### config.mk
export PLATFORM = sky130hd
export DESIGN_NAME = io_controller
export DESIGN_NICKNAME = d
export VERILOG_FILES = /design/src/rtl/io_pkg.sv /design/src/rtl/io_fifo.sv /design/src/rtl/io_controller.sv
export SDC_FILE = /design/constraint.sdc
export NUM_CORES = 1
export LEC_CHECK = 0
export CAP_MARGIN = 20
export CORE_MARGIN = 1
export CORE_UTILIZATION = 50
export DETAILED_ROUTE_END_ITERATION = 12
export MAX_ROUTING_LAYER = met4
export PLACE_DENSITY = 0.82
export SLEW_MARGIN = 20
export SYNTH_ARGS = -nofsm -noshare
export SYNTH_HDL_FRONTEND = slang
export SYNTH_HIERARCHICAL = 1
export SYNTH_SLANG_ARGS = --single-unit
export TNS_END_PERCENT = 20
### constraint.sdc
create_clock -name clk -period 3.72 [get_ports clk]
set_clock_uncertainty 0.15 [all_clocks]
set_input_delay 0.744 -clock clk [delete_from_list [all_inputs] [get_ports clk]]
set_output_delay 0.744 -clock clk [all_outputs]
set_load 0.03 [all_outputs]
### src/rtl/io_pkg.sv
// io_pkg: shared address map, controller states and STATUS bit positions
package io_pkg;
  localparam logic [1:0] IO_OUT    = 2'd0;
  localparam logic [1:0] IO_POWER  = 2'd1;
  localparam logic [1:0] IO_STATUS = 2'd2;
  localparam int ST_EMPTY = 0;
  localparam int ST_FULL  = 1;
  localparam int ST_OVF   = 2;
  localparam int ST_DRAIN = 3;
  localparam int ST_OFF   = 4;
  localparam int ST_CNT   = 8;
  typedef enum logic [1:0] {RUN, DRAIN, OFF} state_e;
endpackage

### src/rtl/io_fifo.sv
// io_fifo: power-of-two synchronous FIFO with occupancy count and registered storage
module io_fifo #(
  parameter int DEPTH = 16,
  parameter int WIDTH = 8,
  localparam int AW = $clog2(DEPTH),
  localparam int CW = AW + 1
) (
  input  logic             clk,
  input  logic             reset,
  input  logic             push_i,
  input  logic             pop_i,
  input  logic [WIDTH-1:0] data_i,
  output logic [WIDTH-1:0] data_o,
  output logic             full_o,
  output logic             empty_o,
  output logic [CW-1:0]    count_o
);
  logic [WIDTH-1:0] mem_q [DEPTH];
  logic [AW-1:0] wr_q, rd_q;
  logic [CW-1:0] cnt_q, cnt_d;
  logic do_push, do_pop;
  assign do_push = push_i && !full_o;
  assign do_pop  = pop_i && !empty_o;
  assign full_o  = cnt_q == CW'(DEPTH);
  assign empty_o = cnt_q == '0;
  assign count_o = cnt_q;
  assign data_o  = mem_q[rd_q];
  // occupancy follows push/pop; simultaneous push and pop leave it unchanged
  always_comb cnt_d = cnt_q + CW'(do_push) - CW'(do_pop);
  // pointers wrap naturally because DEPTH is a power of two
  always_ff @(posedge clk) begin
    if (reset) begin
      wr_q  <= '0;
      rd_q  <= '0;
      cnt_q <= '0;
    end else begin
      if (do_push) wr_q <= wr_q + 1'b1;
      if (do_pop) rd_q <= rd_q + 1'b1;
      cnt_q <= cnt_d;
    end
  end
  // storage needs no reset: contents are only visible while non-empty
  always_ff @(posedge clk) if (do_push) mem_q[wr_q] <= data_i;
endmodule

### src/rtl/io_controller.sv
// io_controller: console byte FIFO, power shutdown sequencing and STATUS register
module io_controller
  import io_pkg::*;
#(
  parameter int FIFO_DEPTH = 16,
  localparam int CNT_W = $clog2(FIFO_DEPTH) + 1
) (
  input  logic        clk,
  input  logic        reset,
  input  logic [31:0] memory_in,
  input  logic [3:2]  address,
  input  logic [3:0]  write_enable,
  input  logic        read_enable,
  output logic [31:0] memory_out,
  output logic [7:0]  tx_data,
  output logic        tx_valid,
  input  logic        tx_ready,
  output logic        power_off
);
  state_e state_q, state_d;
  logic ovf_q, ovf_d;
  logic [31:0] mo_q, mo_d, status;
  logic wr, tx_wr, push, ovf_set, ovf_clr, pop, full, empty;
  logic [CNT_W-1:0] count;
  logic unused_bits;
  assign unused_bits = ^memory_in[31:8];
  assign wr         = write_enable == 4'hF;
  assign tx_wr      = wr && address == IO_OUT && state_q == RUN;
  assign push       = tx_wr && !full;
  assign ovf_set    = tx_wr && full;
  assign ovf_clr    = wr && address == IO_STATUS && memory_in[ST_OVF] && state_q != OFF;
  assign pop        = tx_valid && tx_ready;
  assign tx_valid   = !empty;
  assign power_off  = state_q == OFF;
  assign memory_out = mo_q;
  io_fifo #(.DEPTH(FIFO_DEPTH), .WIDTH(8)) u_fifo (
    .clk     (clk),
    .reset   (reset),
    .push_i  (push),
    .pop_i   (pop),
    .data_i  (memory_in[7:0]),
    .data_o  (tx_data),
    .full_o  (full),
    .empty_o (empty),
    .count_o (count)
  );
  // software-visible status word
  always_comb begin
    status = '0;
    status[ST_EMPTY] = empty;
    status[ST_FULL] = full;
    status[ST_OVF] = ovf_q;
    status[ST_DRAIN] = state_q == DRAIN;
    status[ST_OFF] = state_q == OFF;
    status[ST_CNT +: 8] = 8'(count);
  end
  // shutdown sequencing, sticky overflow (set beats clear) and registered read data
  always_comb begin
    state_d = (state_q == RUN && wr && address == IO_POWER) ? DRAIN :
              (state_q == DRAIN && empty) ? OFF : state_q;
    ovf_d = ovf_set ? 1'b1 : ovf_clr ? 1'b0 : ovf_q;
    mo_d = read_enable ? ((address == IO_STATUS) ? status : 32'h0) : mo_q;
  end
  // state registers
  always_ff @(posedge clk) begin
    if (reset) begin
      state_q <= RUN;
      ovf_q   <= 1'b0;
      mo_q    <= '0;
    end else begin
      state_q <= state_d;
      ovf_q   <= ovf_d;
      mo_q    <= mo_d;
    end
  end
endmodule

==> run summary <==
outcome: completed
arrival time at the worst endpoint: 2.62 ns
share of cells above drive strength 1: 0.1646
Synth Area in XOR/XNOR: 0.01211
syn avg cell area: 16.57 sq um
cts bufs inserted: 17
DRC: 0
initial core utilization: 0.5139
Yosys warning count: 6
largest net degree at the start of global routing: 33
Worst VDD drop: 428.0 uV
max cap viols: 0
GRT Total Usage: 0.2052
Yosys top cell by area: edfxtp_1
critical setup path kind: register to output pin
synthesized flop and latch total: 158
Yosys top cell area share: 0.5903
relative slew slack: 0.5002
vias: 3537
Clk pin slew, worst setup/hold paths: 0.05 ns
core area: 12670 sq um
die width: 116.1 um
1st-iter DRT viols: 319
largest cells by area after synthesis: edfxtp_1, dfxtp_1, mux4_2
router iterations before antenna repair: 5
Synth top cells by count: edfxtp_1, dfxtp_1, nor2_1, buf_4, mux4_2
RSZ-0062 raised after global routing: no
Worst setup EP type: output pin
worst hold path class: register to register
wire per inst: 18.77 um
H-tree levels: 4
final hold vios: 0
placed cells: 618
gpl congestion: 0.7888
Async SR Flop Fraction: 0
Synth Area in Adders: 0.02421
CTS tree: yes
Finish-stage setup viols: 0
fmax: 284.8 MHz
Layout area overhead: 18.27%
Syn Inst Count: 393
PD cells: 584.8 nW/um^2
reg2reg path depth: 15
count of cell types in the netlist: 39
largest family of logic cells by synthesized area: multiplexers
leak pwr: 2.695 nW
Chip Height: 116.1 um
vias per cell: 5.475
EDFF count, synth: 128
sequential-to-total area share from yosys stat: 0.6826
Post-Layout Cell Count: 646
Least-Margin Pin Slew: 0.7482 ns
mux contribution to synthesized area: 0.1188
vias in the first global route: 3530
Slew Viols, Final: 0
Fin Hold WS: 0.3702 ns
Tcrit/Tclk final: 0.9439
Overflow after GRT: 0
die area: 13480 sq um
Ant. Diodes: 0
Synth Flop Type: edfxtp_1
Post-Synth Simple-Gate Area: 0.07206
initial antenna violation count: 0
CTS Hold Buffers Added: 0
fin crit period: 3.511 ns
Clock Path Buffers: 2
postcts setup bufs: 0
Ports: 84
required time worst endpoint: 2.83 ns
Detailed Route WL: 12130 um
nets: 519
worst skew pair latency: 0.41 ns
hold path depth: 2
Post-DRT Antenna Nets: 0
first-pass GRT wire length: 18940 um
Post-CTS Resized: 0
Num Clock Sinks: 158
clock root cell: clkbuf_16
complex-gate fraction of the synthesized area: 0.03843
Crit Path Max Fanout: 32
row count: 41
HPWL Detailed: 8163 um
most common cell in the netlist: edfxtp_1
input/output buffers: 37
kind of start point of the critical path: register
post-synthesis cell area: 6511 sq um
[path summary, 6_finish.rpt]
path | from | end | slack (ns)
worst max-delay path | register | tx_data[7] | 0.21
worst min-delay path | u_fifo/rd_q[1]$_SDFFE_PP0N_ | u_fifo/rd_q[1]$_SDFFE_PP0N_ | 0.37
worst max register to register | u_fifo/count_o[3]$_SDFF_PP0_ | u_fifo/count_o[4]$_SDFF_PP0_ | 0.24
worst min register to register | u_fifo/rd_q[1]$_SDFFE_PP0N_ | u_fifo/rd_q[1]$_SDFFE_PP0N_ | 0.37
[layout by cell type, fill, tap and decap left out, types with 2 or more instances in the layout]
cell,count
edfxtp_1,128
clkdlybuf4s50_1,37
buf_4,32
dfxtp_1,29
nor2_1,27
conb_1,22
mux4_2,18
a21oi_1,17
clkbuf_16,17
inv_1,16
nor2b_1,16
a22oi_1,16
mux4_1,14
nand2_1,13
ha_1,11
and2_1,9
nand3_1,5
xor2_1,5
nor4_1,4
xnor2_1,4
nand4_1,3
clkinv_2,3
or3_1,2
clkinv_1,2
clkbuf_1,2
bufinv_16,2
nor3b_1,2
[critical path, stage by stage, from the launching register on]
cell	delay [ns]
dfxtp_2	0.34
buf_12	0.24
mux4_1	0.61
a22oi_1	0.28
nand2_1	0.11
clkdlybuf4s50_1	0.62
[sequential cells by signal, summed over array words and instances, names as in the netlist, named ones only]
name            flops
u_fifo/count_o      5
u_fifo/mem_q      128
u_fifo/wr_q         4
state_q             2
memory_out         10
ovf_q               1
u_fifo/rd_q         4
[per-stage QoR]
stage                     instance area, sq um  setup TNS [ns]  setup slack (ns)  total power, mW  utilization
after floorplan                           6596               0            0.1523            2.738            -
after global placement                    7169         -0.1286           -0.1286            2.951       0.5658
after detailed placement                  7169         -0.1808           -0.1808            2.972       0.5658
after CTS                                 7701               0            0.1460            4.536       0.6078
after global routing                      7701               0           0.02904            4.695       0.6078
final                                     7701               0            0.2086            4.504       0.6078
[per-layer routing]
metal | track usage | part of all wire | vias to the layer above
met5 | - | 0 | -
met4 | 0.08462 | 0.016 | 0
met3 | 0.04982 | 0.061 | 20
met2 | 0.3373 | 0.52 | 126
met1 | 0.2437 | 0.40 | 1783
li1 | - | - | 1608
[cell families (layout without fill, tap and decap cells)]
| kind of cell | Yosys count | in the layout |
|---|---|---|
| xor+xnor | 9 | 9 |
| simple gates | 89 | 89 |
| other cells | 1 | 22 |
| flops | 158 | 158 |
| fa+ha+maj | 12 | 12 |
| compound gates | 38 | 38 |
| mux | 32 | 32 |
| buf+inv | 54 | 114 |
[power by group]
| group | total (mW) | switching [mW] | leakage [nW] | internal [mW] |
|---|---|---|---|---|
| registers | 1.99 | 0.0371 | 1.39 | 1.95 |
| logic | 0.942 | 0.498 | 1.04 | 0.444 |
| clock network | 1.57 | 0.609 | 0.259 | 0.962 |
[final cells by class]
class / instances / area [sq um]
fill: 908 / 4970
sequential: 158 / 4446
multi-input combinational: 202 / 1818
timing repair buffer: 70 / 630.6
clock buffer: 19 / 432.9
tap: 172 / 215.2
clock inverter: 9 / 98.84
inverter: 16 / 60.06
No activity file was read; power rests on OpenSTA's default activity.
